==> src/rtl/reg_pkg.sv <==
`default_nettype none
// ============================================================================
// Module   : reg_pkg
// Brief    : FunSel operation codes and flag bit indices for register_nbit_flagged.
// Revision : 1.0
// ============================================================================
package reg_pkg;

  localparam logic [2:0] FS_DEC  = 3'b000;
  localparam logic [2:0] FS_INC  = 3'b001;
  localparam logic [2:0] FS_LOAD = 3'b010;
  localparam logic [2:0] FS_CLR  = 3'b011;
  localparam logic [2:0] FS_SHL  = 3'b100;
  localparam logic [2:0] FS_ASR  = 3'b101;
  localparam logic [2:0] FS_ROL  = 3'b110;
  localparam logic [2:0] FS_ROR  = 3'b111;

  localparam int FLAG_Z = 0;
  localparam int FLAG_N = 1;
  localparam int FLAG_C = 2;
  localparam int FLAG_O = 3;
  localparam int FLAG_W = 4;

endpackage
`default_nettype wire

==> src/rtl/register_nbit_nextval.sv <==
`default_nettype none
// ============================================================================
// Module   : register_nbit_nextval
// Brief    : Combinational next-value, carry and overflow for each FunSel code.
//            Build option: REG_SATURATE_EN makes INC/DEC saturate.
// Revision : 1.0
// ============================================================================
module register_nbit_nextval
  import reg_pkg::*;
#(
  parameter int WIDTH = 16
) (
  input  logic [WIDTH-1:0] old,
  input  logic [WIDTH-1:0] In,
  input  logic [2:0]       FunSel,
  output logic [WIDTH-1:0] next_out,
  output logic             carry,
  output logic             ovf
);

  localparam logic [WIDTH-1:0] c_one     = {{(WIDTH-1){1'b0}}, 1'b1};
  localparam logic [WIDTH-1:0] c_all_one = {WIDTH{1'b1}};
  localparam logic [WIDTH-1:0] c_min_neg = {1'b1, {(WIDTH-1){1'b0}}};
  localparam logic [WIDTH-1:0] c_max_pos = {1'b0, {(WIDTH-1){1'b1}}};

  logic w_at_zero;
  logic w_at_ones;

  assign w_at_zero = (old == '0);
  assign w_at_ones = (old == c_all_one);

  always_comb begin
    next_out = old;
    carry    = 1'b0;
    ovf      = 1'b0;
    case (FunSel)
      FS_DEC: begin
        carry = w_at_zero;
        ovf   = (old == c_min_neg);
`ifdef REG_SATURATE_EN
        next_out = w_at_zero ? old : old - c_one;
`else
        next_out = old - c_one;
`endif
      end
      FS_INC: begin
        carry = w_at_ones;
        ovf   = (old == c_max_pos);
`ifdef REG_SATURATE_EN
        next_out = w_at_ones ? old : old + c_one;
`else
        next_out = old + c_one;
`endif
      end
      FS_LOAD: next_out = In;
      FS_CLR:  next_out = '0;
      FS_SHL: begin
        next_out = {old[WIDTH-2:0], 1'b0};
        carry    = old[WIDTH-1];
        ovf      = old[WIDTH-1] ^ old[WIDTH-2];
      end
      FS_ASR: begin
        next_out = {old[WIDTH-1], old[WIDTH-1:1]};
        carry    = old[0];
      end
      FS_ROL: begin
        next_out = {old[WIDTH-2:0], old[WIDTH-1]};
        carry    = old[WIDTH-1];
      end
      default: begin
        next_out = {old[0], old[WIDTH-1:1]};
        carry    = old[0];
      end
    endcase
  end

endmodule
`default_nettype wire

==> src/rtl/register_nbit_flagged.sv <==
`default_nettype none
// ============================================================================
// Module   : register_nbit_flagged
// Brief    : N-bit load/inc/dec/clear/shift/rotate register with registered
//            Z/N/C/O flags. Build option: REG_SATURATE_EN (saturating INC/DEC).
// Revision : 1.0
// ============================================================================
module register_nbit_flagged
  import reg_pkg::*;
#(
  parameter int               WIDTH       = 16,
  parameter logic [WIDTH-1:0] RESET_VALUE = '0
) (
  input  logic             clock,
  input  logic             reset_n,
  input  logic             E,
  input  logic [2:0]       FunSel,
  input  logic [WIDTH-1:0] In,
  output logic [WIDTH-1:0] Out,
  output logic             Z,
  output logic             N,
  output logic             C,
  output logic             O
);

  logic [WIDTH-1:0]  r_out;
  logic [FLAG_W-1:0] r_flags;
  logic [WIDTH-1:0]  w_next;
  logic              w_carry;
  logic              w_ovf;

  register_nbit_nextval #(
    .WIDTH (WIDTH)
  ) u_nextval (
    .old      (r_out),
    .In       (In),
    .FunSel   (FunSel),
    .next_out (w_next),
    .carry    (w_carry),
    .ovf      (w_ovf)
  );

  // Z and N come from the value being written so all flags land with Out.
  always_ff @(posedge clock or negedge reset_n) begin
    if (!reset_n) begin
      r_out   <= RESET_VALUE;
      r_flags <= '0;
    end else if (E) begin
      r_out           <= w_next;
      r_flags[FLAG_Z] <= (w_next == '0);
      r_flags[FLAG_N] <= w_next[WIDTH-1];
      r_flags[FLAG_C] <= w_carry;
      r_flags[FLAG_O] <= w_ovf;
    end
  end

  assign Out = r_out;
  assign Z   = r_flags[FLAG_Z];
  assign N   = r_flags[FLAG_N];
  assign C   = r_flags[FLAG_C];
  assign O   = r_flags[FLAG_O];

endmodule
`default_nettype wire

==> config.mk <==
export PLATFORM = sky130hd
export DESIGN_NAME = register_nbit_flagged
export DESIGN_NICKNAME = d
export VERILOG_FILES = /design/src/rtl/reg_pkg.sv /design/src/rtl/register_nbit_nextval.sv /design/src/rtl/register_nbit_flagged.sv
export SDC_FILE = /design/constraint.sdc
export NUM_CORES = 1
export LEC_CHECK = 0
export CAP_MARGIN = 10
export CORE_MARGIN = 8
export CORE_UTILIZATION = 55
export DETAILED_ROUTE_END_ITERATION = 12
export DONT_BUFFER_PORTS = 1
export PLACE_DENSITY = 0.84
export SLEW_MARGIN = 20
export SYNTH_ARGS = -nofsm -noshare
export SYNTH_HDL_FRONTEND = slang
export SYNTH_SLANG_ARGS = --single-unit
export TNS_END_PERCENT = 50
==> constraint.sdc <==
create_clock -name clock -period 2.7 [get_ports clock]
set_clock_uncertainty 0.05 [all_clocks]
set_input_delay 0.675 -clock clock [delete_from_list [all_inputs] [get_ports clock]]
set_output_delay 0.675 -clock clock [all_outputs]
set_load 0.1 [all_outputs]
# Word-level counts from Yosys, hierarchy flattened
# Cells that the tools add are included.
[word_totals]
reg_bits = 20
inputBits = 22
out_inout_bits = 20
elab_cells = 22
[op_classes]
add_sub_neg = 2
n_eq_ne = 9
n_mux = 3
bitwise_logic = 1
n_reduce_logical = 5
[ops]
columns = ["operator", "n"]
rows = [
  ["$pmux 16 s7", 1],
  ["$eq 16x16->1 const B", 2],
  ["$logic_not 16->1", 2],
  ["$add 16x1->16 const B", 1],
  ["$eq 16x15->1 const B", 1],
  ["$sub 16x1->16 const B", 1],
  ["$eq 3x3->1 const B", 3],
  ["$eq 3x2->1 const B", 2],
  ["$pmux 1 s4", 1],
  ["$reduce_or 2->1", 2],
  ["$eq 3x1->1 const B", 1],
  ["$logic_not 3->1", 1],
  ["$pmux 1 s3", 1],
  ["$xor 1x1->1", 1],
]

# Longest topological paths before layout
# Gate-level depths: netlist (run 1).
[logic_depth]
depth_word = 3
mapped_depth = 12
ltp_nobuf = 11

# Hierarchy
# From an unflattened synthesis (run 1), not the netlist that was laid out.
[hier_totals]
cells_unflattened = 271
area_unflattened_um2 = 2328.5
[modules_own_cells]
columns = ["mod", "instances", "cells_each", "area_each_um2", "seq_area_each_um2"]
rows = [
  ["register_nbit_nextval", 1, 223, 1576.5, 0.0],
  ["register_nbit_flagged", 1, 48, 752.0, 475.5],
]

# Least setup slack after synthesis (run 1)
# OpenSTA, ideal clock, no wires.
[synth_path]
path_kind = "input-to-reg"
startpoint = "in FunSel[2]"
endpoint = "reg r_flags[0]"
setup_ps = 72
arrival_ps = 3631
t_required_ps = 2578
path_slack_ps = -1053
cell_stages = 12
path_buffers = 1
path_cell_list = "buf_2 -> nor2_4 -> nand2_1 -> ha_1 -> and3_1 -> a221o_1 -> a21o_1 -> or4_4 -> a31oi_4 -> nand4_2 -> nor4_2 -> a32o_1"
[synth_via]
elab_chain_cells = 3
word_cells_on_any_way = 9
classes_between = "6 x eq/ne; 1 x mux; 2 x reduce/logical"
[synth_rtl]
columns = ["element", "line", "source"]
rows = [
  ["start: declaration", "register_nbit_flagged.sv:17", "input logic [2:0] FunSel,"],
  ["$eq 3x3->1 (tied with other cells)", "register_nbit_nextval.sv:36", "case (FunSel)"],
  ["$pmux 16 s7 *", "register_nbit_nextval.sv:36", ""],
  ["$logic_not 16->1 *", "register_nbit_flagged.sv:50", "r_flags[FLAG_Z] <= (w_next == '0);"],
  ["end signal: indexed assignment", "register_nbit_flagged.sv:50", ""],
  ["end signal: indexed assignment", "register_nbit_flagged.sv:51", "r_flags[FLAG_N] <= w_next[WIDTH-1];"],
  ["end signal: indexed assignment", "register_nbit_flagged.sv:52", "r_flags[FLAG_C] <= w_carry;"],
  ["end: declaration", "register_nbit_flagged.sv:27", "logic [FLAG_W-1:0] r_flags;"],
]
# Every way passes the cells marked *; elsewhere a longest branch is shown, timed or not.
# A chain may end at the register's enable or synchronous reset.

# Worst setup path in the final report (run 1)
# Same ends and word-level chain as after synthesis.

==> metrics.md, run 1 <==
| Metric | Value |
|---|---|
| Status | finished, violations left |
| Failing checks | setup timing |
| Die area | 0.006487 mm^2 |
| Rows | 23 |
| Synth area leader | dfrtp_1 |
| Final Slew Violations | 0 |
| Starting DRT DRC Count | 349 |
| CP delay by family, top | compound AO/OA/AOI/OAI gates |
| Register area share after synthesis | 0.2075 |
| Max_cap viols | 0 |
| Fill count | 248 |
| I/O Buffers | 0 |
| Ant. Diodes | 0 |
| Count of different cell masters after synthesis | 59 |
| Cell mode on critical path | a21o_1 |
| HP Class | primary input to asynchronous set/reset pin |
| Register bit count reported by yosys | 19 |
| Setup Viol. Count Final | 4 |
| Hold WS | 0.03321 ns |
| Mapped cell area | 0.002291 mm^2 |
| CTS H-tree depth | 1 |
| Chip Width | 80.54 um |
| Via count | 2704 |
| Root Driver | clkbuf_8 |
| Most frequent cell after synthesis | a21oi_1 |
| Multi-input gate area | 0.001968 mm^2 |
| Top area cells in the synthesized netlist | dfrtp_1, ha_1, a21oi_1, mux2_2, mux2i_1 |
| Max Fclk | 337.4 MHz |
| First-pass detailed-route iteration total | 8 |
| DP HPWL | 6368 um |
| Fin nets | 384 |
| CTS tree | built |
| Max_slew headroom | 0.3757 |
| Pwr dens | 858.6 mW/mm^2 |
| Grt total ovfl | 0 |
| R2r startpoint | Out[1] |
| Critical-path top delay cell | or4_4 |
| Number of global-route vias before repair | 2598 |
| Hold Vio Cnt, Final | 0 |
| DRC | 0 |
| CTS max path bufs | 2 |
| Synth top area share | 0.2075 |
| Clk pin slew, worst setup/hold paths | 0.08 ns |
| Post-CTS Setup Repair Bufs | 0 |
| LEAKAGE | 1.315 nW |
| Via/cell ratio | 7.023 |
| RSZ-0062 raised after global routing | true |
| Final period util | 1.098 |
| Commonest cells post-synth | a21oi_1, nor2_1, ha_1, dfrtp_1, nand2_1 |
| IO Pins | 42 |
| Initial Util | 0.5727 |
| FF+latch area | 476.7 um^2 |
| P&R area growth vs syn | 37.68% |
| Minimum clock period after layout | 2.964 ns |
| Die Y | 80.54 um |
| Element type at the critical path end | register |
| FFs w/ async S/R, synth | 1.000 |
| Syn_nets | 320 |
| WL/cell | 23.70 um |
| Layout cells sized above 1 | 0.3970 |
| Crit path max fanout | 18 |
| Critical Path AT | 3.12 ns |
| Num Clock Sinks | 19 |
| GRT Total Usage | 0.2663 |
| Number of enable flip-flop cells after synthesis | 0 |
| Pre-CTS setup slack | -0.5662 ns |
| Top FF cell, synth | dfrtp_1 |
| Antenna violations before repair | 0 |
| CP Class | primary input to register |
| CP Launch Point | FunSel[2] |
| CP required | 2.86 ns |
| Post-Syn Area per Cell | 8.423 um^2 |
| Gate Count Post-Synth | 272 |
| Final ANT Viol Nets | 0 |
| First-pass GRT wire length | 13460 um |
| Syn. warnings | 0 |
| WL final | 9123 um |
| Worst-margin pin slew | 0.9365 ns |
| Core area | 0.004000 mm^2 |
| Worst setup margin | -0.2640 ns |
| RePlAce Congestion | 0.9905 |
| Startpoint types | primary input |
| Worst skew pair latency | 0.27 ns |
| Utilization after layout | 0.7886 |
| Largest net degree at the start of global routing | 32 |
| Worst R2R Setup Slack | -0.05 ns |
| Buf/Inv on CP | 1 |
| Hold_buf cts | 0 |
| Peak VDD IR | 0.0007112 V |
| Critical path cell sequence | nor2_4, nand2_8, buf_12, ha_4, a21o_1, a221o_1, a21o_1, or4_4, a31oi_4, nand4_2, nor4_2, a32o_1 |
| Total CTS buffers | 3 |
| Max incr delay on CP | 0.43 ns |
## stage by stage
stage               TNS (ns)  std cells  area (um^2)  power, mW
finish               -0.5217        385         3154      2.708
global route          -1.026        385         3154      2.815
CTS                  -0.2807        385         3055      2.524
detailed placement    -2.737        381         2998      2.283
global placement      -1.977        381         2998      2.232
floorplan             -1.804        272         2472      1.710
## kinds of logic after synthesis
family                   synth area share
AO/OA/AOI/OAI                      0.2512
XOR/XNOR                          0.04588
adder cells (fa/ha/maj)            0.1453
buffers and inverters             0.05352
flip-flops                         0.2075
multiplexers                      0.09285
AND/OR/NAND/NOR                    0.2037
## area by class of cell
type	count	area share
Clock buffer	4	0.01428
Inverter	11	0.01309
Multi-Input combinational cell	229	0.6240
Sequential cell	19	0.1511
Tap cell	50	0.01983
Timing Repair Buffer	72	0.1777
## layout by cell type (no fill, tap or decap), drive strengths merged, types with 6 or more instances in the layout
cell type and instances:
nand3 8, ha 25, o21ai 12, and3 6, a21oi 29, a21o 6
mux2 10, mux2i 10, inv 11, buf 72, nor2 27, xnor2 7
nand2 18, nand4 8, dfrtp 19
## metal layers
metal	global-route usage	vias to the layer above	part of all wire
met5	0	-	0
met4	0.09818	0	0.054
li1	-	1154	-
met1	0.3238	1264	0.36
met3	0.05134	55	0.12
met2	0.4499	231	0.47
## what timing repair did
| item | 4_1_cts | 5_1_grt |
|---|---|---|
| resized for setup | 4 | 20 |
| setup endpoints to repair | 5 | 7 |
| pin swaps | 2 | 12 |
## flip-flops by register name (all words and copies together), names as in the netlist
signal   cells
Out         15
r_flags      4
## worst paths after layout
kind,cells after the start,end
max,12,r_flags[0]
min,0,r_flags[1]
max reg2reg,10,r_flags[0]
min reg2reg,2,Out[14]
max in group asynchronous,0,r_flags[1]
min in group clock,1,r_flags[1]
## report_power, final
part | switching [mW] | internal, mW | leakage [nW] | total [mW]
registers | 0.0971 | 0.344 | 0.224 | 0.441
logic | 1.26 | 0.783 | 1.07 | 2.04
clock network | 0.121 | 0.106 | 0.0228 | 0.227
total | 1.48 | 1.23 | 1.31 | 2.71
## worst reg2reg max path, stage by stage (launching register included)
cell     delay (ns)
dfrtp_1        0.51
fa_2           0.45
a21oi_4        0.20
o21ai_2        0.12
buf_4          0.15
a31o_2         0.24
mux2_2         0.27
nor2_2         0.19
nand4_2        0.13
nor4_2         0.15
a32o_1         0.22
No activity file was read; power rests on OpenSTA's default activity.
==> inputs of run 2 (changes only) <==
--- a/config.mk
+++ b/config.mk
@@ -6,6 +6,7 @@
 export NUM_CORES = 1
 export LEC_CHECK = 0
 export CAP_MARGIN = 10
+export CORE_ASPECT_RATIO = 0.9
 export CORE_MARGIN = 8
 export CORE_UTILIZATION = 55
 export DETAILED_ROUTE_END_ITERATION = 12
==> metrics.md, run 2 (synthesized netlist as in run 1, its figures left out) <==
| Metric | Value |
|---|---|
| GRT Total Usage | 0.2723 (+0.006046) |
| CTS H-tree depth | 1 (unchanged) |
| Combinational share of power | 0.754 (about the same) |
| Chip Width | 84.03 um (+4.3%) |
| Cell mode on critical path | o21ai_0 |
| Die area | 0.006489 mm^2 (about the same) |
| CP Class | primary input to register |
| Layout cells sized above 1 | 0.3976 (+0.0006112) |
| Setup Viol. Count Final | 6 (+2) |
| HP Class | primary input to asynchronous set/reset pin |
| I/O Buffers | 0 (unchanged) |
| Initial Util | 0.5662 (-0.006553) |
| Utilization after layout | 0.7851 (-0.003456) |
| Grt total ovfl | 0 (unchanged) |
| Core area | 0.004046 mm^2 (+1.2%) |
| Root Driver | clkbuf_8 |
| RSZ-0062 raised after global routing | true |
| WL/cell | 25.55 um (+7.8%) |
| Critical-path top delay cell | fa_2 |
| Element type at the critical path end | register |
| Global route hottest layer | met2 |
| Met1 GRT Util | 0.3156 (-0.008199) |
| Die Y | 77.23 um (-4.1%) |
| Largest net degree at the start of global routing | 32 (unchanged) |
| First-pass GRT wire length | 14360 um (+6.7%) |
| Final Slew Violations | 0 (unchanged) |
| Hold_buf cts | 0 (unchanged) |
| Setup TNS | -0.6685 ns (-0.1468 ns) |
| Crit path max fanout | 18 (unchanged) |
| Final period util | 1.144 (+0.04623) |
| DP HPWL | 6288 um (-1.2%) |
| IO Pins | 42 (unchanged) |
| Failing checks | setup timing |
| Switching share of power | 0.5534 (+0.008642) |
| Clk pin slew, worst setup/hold paths | 0.10 ns (+0.02 ns) |
| Flop pwr share | 0.161 (-0.002) |
| Pwr dens | 853.4 mW/mm^2 (-0.61%) |
| Most common cell after layout, fill and taps aside | buf_4 |
| Max_cap viols | 0 (unchanged) |
| Status | finished, violations left |
| Int Power | 1.211 mW (-1.8%) |
| CP delay by family, top | simple AND/OR/NAND/NOR gates |
| Hold Vio Cnt, Final | 0 (unchanged) |
| Max FFs per register | 15 (unchanged) |
| CTS tree | built |
| DRC | 0 (unchanged) |
| Critical path cell sequence | nor2_4, buf_12, nand2_4, fa_2, buf_4, xnor2_1, o21ai_0, nand2_1, o21ai_0, nor4_1, nand4_1, nor4_2, a32o_1 |
| Final ANT Viol Nets | 0 (unchanged) |
| Net switching power figure | 1.500 mW (+1.7%) |
| Antenna violations before repair | 0 (unchanged) |
| Num Clock Sinks | 19 (unchanged) |
| WL final | 9838 um (+7.8%) |
| Most frequent cells in the layout | buf_4, nor2_1, a21oi_1, dfrtp_1, nand2_1 |
| Fin nets | 386 (+0.52%) |
| RePlAce Congestion | 0.9807 (-0.99%) |
| Clock share of power | 0.085 (about the same) |
| Met2 Use GR | 0.4239 (-0.02601) |
| Met3 Use GR | 0.08976 (+0.03842) |
| First-pass detailed-route iteration total | 7 (-1) |
| Total CTS buffers | 3 (unchanged) |
| Max incr delay on CP | 0.37 ns (-0.06 ns) |
| Worst skew pair latency | 0.28 ns (about the same) |
| Number of global-route vias before repair | 2744 (+5.6%) |
| Buf/Inv on CP | 2 (+1) |
| Worst-margin pin slew | 0.9432 ns (+0.006663 ns) |
| Peak VDD IR | 0.0005339 V (-25%) |
| Fill count | 257 (+3.6%) |
| P&R area growth vs syn | 38.67% |
| Starting DRT DRC Count | 376 (+7.7%) |
| Worst setup margin | -0.3888 ns (-0.1248 ns) |
| Minimum clock period after layout | 3.089 ns (+0.1248 ns) |
| Startpoint types | primary input |
| CP required | 2.87 ns (about the same) |
| Critical Path AT | 3.26 ns (+0.14 ns) |
| LEAKAGE | 1.330 nW (+1.1%) |
| Hold WS | 0.02323 ns (-0.009976 ns) |
| Max Fclk | 323.7 MHz (-4.0%) |
| Max_slew headroom | 0.3712 (-0.004442) |
| CTS max path bufs | 2 (unchanged) |
| Via/cell ratio | 7.379 (+5.1%) |
| Rows | 22 (-4.3%) |
| Ant. Diodes | 0 (unchanged) |
| Via count | 2841 (+5.1%) |
## run 2: power by group through the flow
| stage | Clock, mW | Combinational [mW] | Sequential [mW] |
|---|---|---|---|
| 3_5_place_dp | 0 | 1.83 | 0.433 |
| 2_1_floorplan | 0 | 0.817 | 0.893 |
| 6_report | 0.232 | 2.04 | 0.435 |
| 4_1_cts | 0.231 | 1.88 | 0.430 |
| 5_1_grt | 0.240 | 2.11 | 0.439 |
| 3_3_place_gp | 0 | 1.78 | 0.427 |
## run 2: worst paths after layout
check | startpoint | to | slack [ns] | depth (start not counted)
hold / removal | reset_n | r_flags[0] | 0.02 | 0
max in group asynchronous | reset_n | r_flags[1] | 2.48 | 0
setup reg to reg | Out[0] | r_flags[0] | -0.12 | 10
hold reg to reg | Out[6] | Out[6] | 0.64 | 2
min in group clock | E | Out[3] | 0.42 | 1
setup / recovery | FunSel[2] | r_flags[0] | -0.39 | 13
## run 2: cell type report
class	instances	area, um^2	area share
Multi-Input combinational cell	231	1986	0.6250
Timing Repair Buffer	72	564.3	0.1776
Sequential cell	19	476.7	0.1501
Tap cell	48	60.06	0.01891
Clock buffer	3	41.29	0.01300
Inverter	11	41.29	0.01300
Clock inverter	1	7.507	0.002363
## run 2: timing repair
item,4_1_cts,5_1_grt
resized for setup,11,13
pin swaps,12,2
buffers inserted,3,0
gates cloned,2,0
endpoints found under the setup margin,5,8
## run 2: metrics by stage
| step | cells | setup slack (ns) | area, um^2 | power, mW |
|---|---|---|---|---|
| 2_1_floorplan | 272 | -0.5207 | 2472 | 1.710 |
| 3_3_place_gp | 376 | -0.4954 | 2960 | 2.208 |
| 3_5_place_dp | 376 | -0.6220 | 2960 | 2.266 |
| 4_1_cts | 385 | -0.2248 | 3122 | 2.545 |
| 5_1_grt | 385 | -0.4361 | 3177 | 2.788 |
| 6_report | 385 | -0.3888 | 3177 | 2.711 |
## run 2: per-layer routing
layer	vias up	part of all wire
met1	1303	0.37
met3	89	0.13
met5	-	0
met4	0	0.075
met2	279	0.43
li1	1170	-
